### src/rtl/quad_dec.sv
`default_nettype none
// ============================================================================
//  Module   : quad_dec
//  Brief    : Quadrature A/B decoder with W-bit wrapping up/down position
//             count, ROM-based transition decode and a warm-up FSM that
//             keeps the reset contents of the synchronizer from being decoded.
//  Revision : 1.0  initial release
// ============================================================================
module quad_dec #(
  parameter int W = 4
) (
  input  logic         CLK,
  input  logic         CLR,
  input  logic         A,
  input  logic         B,
  output logic [W-1:0] Q,
  output logic         DIR,
  output logic         STEP,
  output logic         ERR
);

  typedef enum logic [1:0] {
    WARM0 = 2'd0,
    WARM1 = 2'd1,
    WARM2 = 2'd2,
    RUN   = 2'd3
  } state_t;

  logic [1:0]   r_s1;
  logic [1:0]   r_s2;
  logic [1:0]   r_prev;
  state_t       r_state;
  logic [W-1:0] r_q;
  logic         r_dir;
  logic         r_step;
  logic         r_err;

  logic [2:0]   w_rom;
  logic         w_step;
  logic         w_dir;
  logic         w_err;

  // Two-stage synchronizer for the asynchronous phases, plus the previous
  // synchronized sample that forms the upper half of the ROM address.
  always_ff @(posedge CLK or posedge CLR) begin
    if (CLR) begin
      r_s1   <= 2'b00;
      r_s2   <= 2'b00;
      r_prev <= 2'b00;
    end else begin
      r_s1   <= {A, B};
      r_s2   <= r_s1;
      r_prev <= r_s2;
    end
  end

  // Transition decode ROM: {prev, cur} -> {step, dir, err}.
  always_comb begin
    w_rom = 3'b000;
    case ({r_prev, r_s2})
      // forward 00->01->11->10->00
      4'b0001, 4'b0111, 4'b1110, 4'b1000: w_rom = 3'b100;
      // reverse 00->10->11->01->00
      4'b0010, 4'b1011, 4'b1101, 4'b0100: w_rom = 3'b110;
      // double transitions, both phases changed in one sample
      4'b0011, 4'b1100, 4'b0110, 4'b1001: w_rom = 3'b001;
      // idle: prev == cur
      default:                            w_rom = 3'b000;
    endcase
  end

  assign w_step = w_rom[2];
  assign w_dir  = w_rom[1];
  assign w_err  = w_rom[0];

  // Warm-up sequencing and registered position/direction/step/error outputs;
  // decode results are only acted on once the FSM has reached RUN.
  always_ff @(posedge CLK or posedge CLR) begin
    if (CLR) begin
      r_state <= WARM0;
      r_q     <= '0;
      r_dir   <= 1'b0;
      r_step  <= 1'b0;
      r_err   <= 1'b0;
    end else begin
      case (r_state)
        WARM0:   r_state <= WARM1;
        WARM1:   r_state <= WARM2;
        WARM2:   r_state <= RUN;
        default: r_state <= RUN;
      endcase

      if (r_state == RUN) begin
        r_step <= w_step;
        r_err  <= r_err | w_err;
        if (w_step) begin
          r_dir <= w_dir;
          if (w_dir) begin
            r_q <= r_q - W'(1);
          end else begin
            r_q <= r_q + W'(1);
          end
        end
      end
    end
  end

  assign Q    = r_q;
  assign DIR  = r_dir;
  assign STEP = r_step;
  assign ERR  = r_err;

endmodule
`default_nettype wire

### config.mk
export PLATFORM = sky130hd
export DESIGN_NAME = quad_dec
export DESIGN_NICKNAME = d
export VERILOG_FILES = /design/src/rtl/quad_dec.sv
export SDC_FILE = /design/constraint.sdc
export NUM_CORES = 1
export LEC_CHECK = 0
export ABC_AREA = 1
export CAP_MARGIN = 20
export CORE_MARGIN = 4
export CORE_UTILIZATION = 30
export CTS_CLUSTER_DIAMETER = 150
export DETAILED_ROUTE_END_ITERATION = 6
export HOLD_SLACK_MARGIN = 0.15
export PLACE_DENSITY = 0.46
export RECOVER_POWER = 100
export REMOVE_ABC_BUFFERS = 1
export SYNTH_ARGS = -nofsm -noshare
export SYNTH_HDL_FRONTEND = slang
export SYNTH_SLANG_ARGS = --single-unit
### constraint.sdc
create_clock -name CLK -period 4.19 [get_ports CLK]
set_clock_uncertainty 0.2 [all_clocks]
set_input_delay 0.6285 -clock CLK [delete_from_list [all_inputs] [get_ports CLK]]
set_output_delay 0.6285 -clock CLK [all_outputs]
set_load 0.01 [all_outputs]
==> results of run 1 <==
[per-layer routing]
metal,track usage [%],part of all wire (%),vias to the layer above
met5,0,0,-
met4,4.97,1.6,0
met3,2.23,4.9,2
met2,13.4,47,9
met1,11.3,46,237
li1,-,-,280
[flip-flops by register name, summed over array words and instances, names as in the netlist]
name,count
r_s1,2
Q,4
r_prev,2
ERR,1
r_state,2
r_s2,2
STEP,1
DIR,1
[placed cells by master, fill, tap and decap left out, drive strengths merged]
cell and n:
dfrtp 15, or2 1, dlygate4sd3 10, nand4 1, o21ai 2, nand3 6, clkbuf 4, o31ai 1
a21oi 4, inv 18, fa 1, xor2 1, nor2 3, nand2 21, ha 6, xnor2 1
a21o 1
[worst max-delay path by stage]
stage                       start  cells after the start  endpoint
after floorplan           r_s2[0]                     15      Q[3]
after global placement    r_s2[0]                     15      Q[3]
after detailed placement  r_s2[1]                     15      Q[3]
after CTS                 r_s2[1]                     15      Q[3]
after global routing      r_s2[1]                     15      Q[3]
final                     r_s2[0]                     15      Q[3]
[cells by family after synthesis]
family	count (synthesis)
fa+ha+maj	7
buf+inv	18
xor+xnor	2
flops	15
simple gates	32
compound gates	8
[power by group through the flow]
stage	logic, W	registers (W)	clock network (W)
global placement	0.000163	0.000200	0
CTS	0.000165	0.000197	0.0000878
global route	0.000175	0.000201	0.0000917
floorplan	0.0000904	0.000207	0
detailed placement	0.000164	0.000200	0
finish	0.000151	0.000195	0.0000828
[cell type report]
cell class / count / area, sq um / area share, %
multi-input combinational: 49 / 302 / 33.3
clock buffer: 4 / 26.3 / 2.90
tap: 28 / 35.0 / 3.87
sequential: 15 / 375 / 41.4
timing repair buffer: 10 / 100 / 11.0
inverter: 18 / 67.6 / 7.46
[metrics by stage]
stage / setup WS (ps) / power, W / util [%]
2_1_floorplan: 2120 / 0.000297 / -
3_3_place_gp: 1970 / 0.000362 / 38.9
3_5_place_dp: 1920 / 0.000364 / 38.9
4_1_cts: 1910 / 0.000449 / 40.0
5_1_grt: 1640 / 0.000468 / 39.4
6_report: 1910 / 0.000428 / 39.4
==> results.toml, run 1 <==
[floorplanning]
start_util_pct = 33.0
die_w_microns = 58.3
io_pins = 11
fp.dieH_microns = 58.3
core_area_sq_mm = 0.00230
die_area_sq_mm = 0.00340
rows = 17

[power]
powerDensity_mw_per_mm2 = 473
power.leakage_nw = 0.479
pwr-share-seq_pct = 45.5
switching_share_pct = 34.1
clkPwrFrac_pct = 19.3
power_switching_w = 0.000146
p_comb_share_pct = 35.2
p_int_w = 0.000282
ir_drop_mv = 0.236

[critical_path]
startpoint_type = "register"
cp.required_ps = 4180
crit_chain = "inv_1, ha_1, inv_1, nand2_1, nand3_1, nand2_1, ha_1, nand2_1, nand2_1, nor2_1, inv_1, nand2_1, nand3_1, nand2_1, nand2_1"
slowest_stage = "dfrtp_1"
r2r_end = "Q[3]"
crit_buf_inv = 3
reg2reg_slack_ps = 1910
path_class = "register to register"
setup.worst_path.end_class = "register"
path_delay_family = "simple AND/OR/NAND/NOR gates"
cp_slowest_stage_delay_ps = 390
r2r_cells = 15
cp.arrival_ps = 2270
path_common_cell = "nand2_1"
reg2reg_from = "r_s2[0]"
worstPathMaxFanout = 5

[synth]
synthTopCellsByArea = "dfrtp_1, ha_1, nand2_1"
synth_flop_cell = "dfrtp_1"
synth_fa_ha_area_share_pct = 12.5
synth_compound_area_share_pct = 7.59
synth.ff_latch_count = 15
synth-xor-area-share_pct = 2.31
muxShareOfSynthArea_pct = 0
syn_area_per_cell_sq_um = 9.25
ys_async_sr_fraction_pct = 100
synth_top_family_by_area = "simple AND/OR/NAND/NOR gates"
synth_sequential_area_ratio_pct = 49.5
synth_top_area_cell = "dfrtp_1"
netlist_area_sq_um = 758
synth_edf_count = 0
synth_commonest_cells = "nand2_1, inv_1, dfrtp_1"
synth_warnings = 0
synth_top_area_share_pct = 49.5
syn_inst = 82
synth_cell_types = 19
yosys.area_share.simple_pct = 19.1
yosysMostFrequentCell = "nand2_1"

[clock_network]
cts_buffer_depth = 2
cts.sinks = 15
clk_pin_slew_ps = 90
htree_levels = 1
postCtsSetupBuffers = 0
cts-root-buf = "clkbuf_4"
cts_made_buffers = 3
cts_tree = "yes"
cts.repair.resized = 0
cts_hold_buf = 0
insertion_delay_ps = 290

[place]
dpl_cell_area_sq_um = 893
place_inst = 120
gp_congestion = 0.702
dp_hpwl_microns = 977
numPortBuffers = 10

[sta]
finalHoldViolCount = 0
rsz0062_at_grt = "no"
fmax_mhz = 438
fin_crit_ps = 2280
setup_tns_ps = 0
relSlewSlack_pct = 52.6
worst_hold_slack_ps = 158
maxSlewViolCount = 0
worst_pin_slew_ps = 711
layout_worst_path_cycle_share_pct = 54.5
finalSetupViolations = 0

[global_routing]
track_usage_pct = 8.83
grt_pass1_vias = 518
grt_max_degree = 16
grt_pass1_wl_microns = 2250
overflow = 0
grt_antenna_before_repair = 0

[min_path]
hold_depth = 0
hold_path_class = "register to register"
hold-path-endpoint = "r_s2[1]"
min_from = "r_s1[1]"

[final_layout]
layoutNonFillerInstCount = 124
layout.nets = 108
fillers = 239
n_antenna_cell = 0
drive_gt1_share_pct = 8.33
design_area_sq_um = 906
syn_to_final_growth_pct = 19.5

[detailed_routing]
ant_nets = 0
drt_wl_total_microns = 1220
vias_per_cell = 4.26
dr.pass1.iters = 4
drt_iter0_markers = 10
dr_total_vias = 528
drc_errors = 0
wire_per_inst_microns = 9.80

[flow_run]
max_cap_violations = 0

[outcome]
status = "finished clean"
Note: power is estimated with default switching activity, not from simulation.
==> run 2, diff against run 1 <==
==> constraint.sdc (replaced) <==
create_clock -name CLK -period 2.3 [get_ports CLK]
set_clock_uncertainty 0.2 [all_clocks]
set_input_delay 0.345 -clock CLK [delete_from_list [all_inputs] [get_ports CLK]]
set_output_delay 0.345 -clock CLK [all_outputs]
set_load 0.01 [all_outputs]
==> results.toml, run 2 (synthesized netlist as in run 1, its figures left out) <==
[critical_path]
reg2reg_from = "r_s2[0]"
reg2reg_slack_ps = 160
worstPathMaxFanout = 4
path_class = "register to register"
r2r_end = "Q[3]"
cp.required_ps = 2290
r2r_cells = 14
startpoint_type = "register"
setup.worst_path.end_class = "register"
cp.arrival_ps = 2130

[final_layout]
n_antenna_cell = 0
layout_common_cells = "nand2_1, inv_1, dfrtp_1"
syn_to_final_growth_pct = 25.4
layoutNonFillerInstCount = 126
layout.nets = 110
postLayoutCoreUtil_pct = 41.4
drive_gt1_share_pct = 16.3
final_common_cell = "nand2_1"
fillers = 228
largest_reg_flops = 4

[place]
preCtsSetupSlack_ps = 75.3
place_inst = 121
gp_congestion = 0.700
dp_hpwl_microns = 983
numPortBuffers = 10

[floorplanning]
die_w_microns = 58.3
start_util_pct = 33.0
fp.dieH_microns = 58.3
io_pins = 11
core_area_sq_mm = 0.00230
die_area_sq_mm = 0.00340
rows = 17

[detailed_routing]
wire_per_inst_microns = 11.1
drc_errors = 0
drt_wl_total_microns = 1390
ant_nets = 0
dr_total_vias = 549
dr.pass1.iters = 4
vias_per_cell = 4.36
drt_iter0_markers = 9

[sta]
fin_crit_ps = 2140
relSlewSlack_pct = 59.2
finalSetupViolations = 0
fmax_mhz = 467
fin_ws_ps = 156
worst_pin_slew_ps = 611
setup_tns_ps = 0
finalHoldViolCount = 0
maxSlewViolCount = 0
layout_worst_path_cycle_share_pct = 93.2

[power]
pwr-share-seq_pct = 44.4
power.leakage_nw = 0.492
switching_share_pct = 35.2
total_power_w = 0.000815
clkPwrFrac_pct = 18.9
ir_drop_mv = 0.411
power_switching_w = 0.000287
powerDensity_mw_per_mm2 = 857
p_int_w = 0.000528
p_comb_share_pct = 36.7

[global_routing]
grt_pass1_wl_microns = 2230
grt_max_degree = 16
grt_pass1_vias = 510
grt_antenna_before_repair = 0
track_usage_pct = 8.79
overflow = 0

[clock_network]
insertion_delay_ps = 280
cts_tree = "yes"
cts_made_buffers = 3
clk_pin_slew_ps = 100
cts-root-buf = "clkbuf_4"
cts_hold_buf = 0
cts_buffer_depth = 2
htree_levels = 1
cts.sinks = 15

[min_path]
hold_depth = 0
hold-path-endpoint = "r_s2[1]"
min_from = "r_s1[1]"
hold_path_class = "register to register"

[outcome]
status = "finished clean"

[flow_run]
max_cap_violations = 0
-- run 2: cell count changes in the layout (fill, tap and decap cells not counted), sizes merged --
cell | previous run | this run
buf | 0 | 2
clkinv | 0 | 1
clkbuf | 4 | 3
-- run 2: power groups by stage --
stage,registers [W],clock network [W],logic [W]
floorplan,0.000377,0,0.000165
global placement,0.000363,0,0.000302
detailed placement,0.000365,0,0.000302
CTS,0.000360,0.000163,0.000306
global route,0.000370,0.000175,0.000346
finish,0.000362,0.000154,0.000299
-- run 2: metrics by stage --
stage	hold WS [ps]	cell area (sq um)
after floorplan	46.5	758
after detailed placement	138	901
after CTS	161	928
final	157	951
after global routing	176	951
after global placement	134	901
-- run 2: layout make-up --
type                            instances  area [sq um]  share of cell area [%]
Clock buffer                            3          22.5                    2.37
Inverter                               18          67.6                    7.11
Multi-Input combinational cell         49           330                    34.7
Clock inverter                          1          5.00                   0.526
Sequential cell                        15           375                    39.5
Timing Repair Buffer                   12           115                    12.1
Tap cell                               28          35.0                    3.68
-- run 2: routing by layer --
layer  GRT usage, %  part of all wire (%)
met4           2.98                  0.93
met5              0                     0
met3           4.23                   5.3
met1           11.1                    49
met2           13.1                    45
-- run 2: critical path: stages, from the launching register on --
cell	delay (ps)
dfrtp_1	440
ha_1	210
inv_1	60
nand2_1	50
nand3_1	130
nand2_2	120
ha_1	290
nand2_1	60
nor2_1	40
nor2_1	130
inv_1	50
nand2_1	80
nand3_1	80
nand2_1	80
nand2_1	40
-- run 2: worst max path at each step --
stage | from | end | cells after the start
after global routing | r_s2[1] | Q[3] | 15
after floorplan | r_s2[0] | Q[3] | 15
after detailed placement | r_s2[0] | Q[3] | 15
final | r_s2[0] | Q[3] | 14
after CTS | r_s2[0] | Q[3] | 15
after global placement | r_s2[0] | Q[3] | 15
-- run 2: timing repair --
item / in CTS / in global routing
setup buffers: 0 / 1
resized for setup: 0 / 4
endpoints found under the setup margin: 0 / 2
==> variant (settings of run 1) <==
`W`: 4 -> 3.
--- a/src/rtl/quad_dec.sv
+++ b/src/rtl/quad_dec.sv
@@ -7,7 +7,7 @@
 //  Revision : 1.0  initial release
 // ============================================================================
 module quad_dec #(
-  parameter int W = 4
+  parameter int W = 3
 ) (
   input  logic         CLK,
   input  logic         CLR,
Ports: changed (resized Q); port bits go from 11 to 10. No check against the original RTL was run, so the function may have changed too.
==> variant against run 1 <==
Synthesized area grew 1.5%. Sequential power shrank 9%. Largest cell class unchanged. Routed wire length grew 4.1%. First-iteration DRC count shrank 50%. Sequential cell count shrank 1. Power shrank 7.0%. Worst setup slack gained 0.13 ns. Final area grew 0.14%. Global-route usage shrank 0.69 points.
==> variant: results (changes against run 1) <==
outcome=finished, final reports clean; WL final=1270 um (+4.1%); VDD IR max=0.271 mV (+15%); post-synthesis sequential area ratio=0.455 (-0.0398); Arr. time, crit path=1.32 ns (-0.95 ns); share of cells above drive strength 1=0.113 (+0.0301); via density per instance=4.09 (-3.8%); r2r setup slk=2.19 ns (+0.28 ns); reg2reg path depth=10 (-5); slowest CP cell=dlygate4sd3_1; Port Buffers=9 (-1); Power Density=439 mW/mm2 (-7.1%); largest net degree at the start of global routing=15 (-1); top post-synthesis cells by area=dfrtp_1 46%, ha_1 15%, nand2_1 15%; max incr delay on CP=0.62 ns (+0.23 ns); Max-slew headroom=0.649 (+0.123); first-pass GRT wire length=2150 um (-4.3%); Placer Congestion=0.681 (-3.1%); number of flip-flops under the largest register name=3 (-1); synth cell count leaders=30 x nand2_1, 14 x dfrtp_1, 10 x inv_1, 9 x ha_1, 8 x nand3_1; vias in the first global route=508 (-1.9%); gr usage total=0.0815 (-0.00685); FILL cells=248 (+3.8%); Crit path max-delay family=buffers and inverters; Detail Placement HPWL=979 um (+0.21%); Mapped Cells=85 (+3.7%)
## variant: cell types whose count changed after synthesis, moves of 2 or more
cell,delta
o21ai_0,-2
nand3_1,+4
nor2_1,-3
a21oi_1,-3
ha_1,+3
nand2_1,+10
inv_1,-7
## variant: report_power, final
group	switching (mW)	internal [mW]
clock network	0.0430	0.0528
logic	0.0637	0.0606
registers	0.0217	0.157
total	0.128	0.270
## variant: cell type report
| cell class | count | area [um2] | share of cell area |
|---|---|---|---|
| clock buffer | 4 | 36.3 | 0.0400 |
| tap | 30 | 37.5 | 0.0414 |
| sequential | 14 | 350 | 0.386 |
| multi-input combinational | 58 | 348 | 0.383 |
| timing repair buffer | 9 | 90.1 | 0.0993 |
| inverter | 12 | 45.0 | 0.0497 |
## variant: stage by stage
step,power [mW],setup slack (ns),area (um2)
final,0.398,2.04,907
after global routing,0.429,2.00,907
after CTS,0.416,2.10,922
after detailed placement,0.317,2.26,886
after global placement,0.318,2.26,886
after floorplan,0.262,2.41,758
## variant: cell families after synthesis
family,share of synthesized area
compound gates,0.0179
flops,0.455
xor+xnor,0.0439
buf+inv,0.0732
fa+ha+maj,0.146
simple gates,0.263
## variant: how the worst max path moves through the flow
stage / endpoint / from / cells after the start
5_1_grt: Q[2] / Q[2] / 1
2_1_floorplan: Q[2] / r_s2[0] / 13
4_1_cts: Q[2] / Q[2] / 1
3_3_place_gp: Q[2] / r_s2[0] / 12
6_report: Q[2] / Q[2] / 1
3_5_place_dp: Q[2] / r_s2[0] / 13
## variant: routing by layer
metal	GRT usage	up-vias	routed length, um
met5	0	-	0
met4	0.0388	0	6
met3	0.0132	2	30
met2	0.121	5	530
met1	0.115	232	697
li1	-	281	-
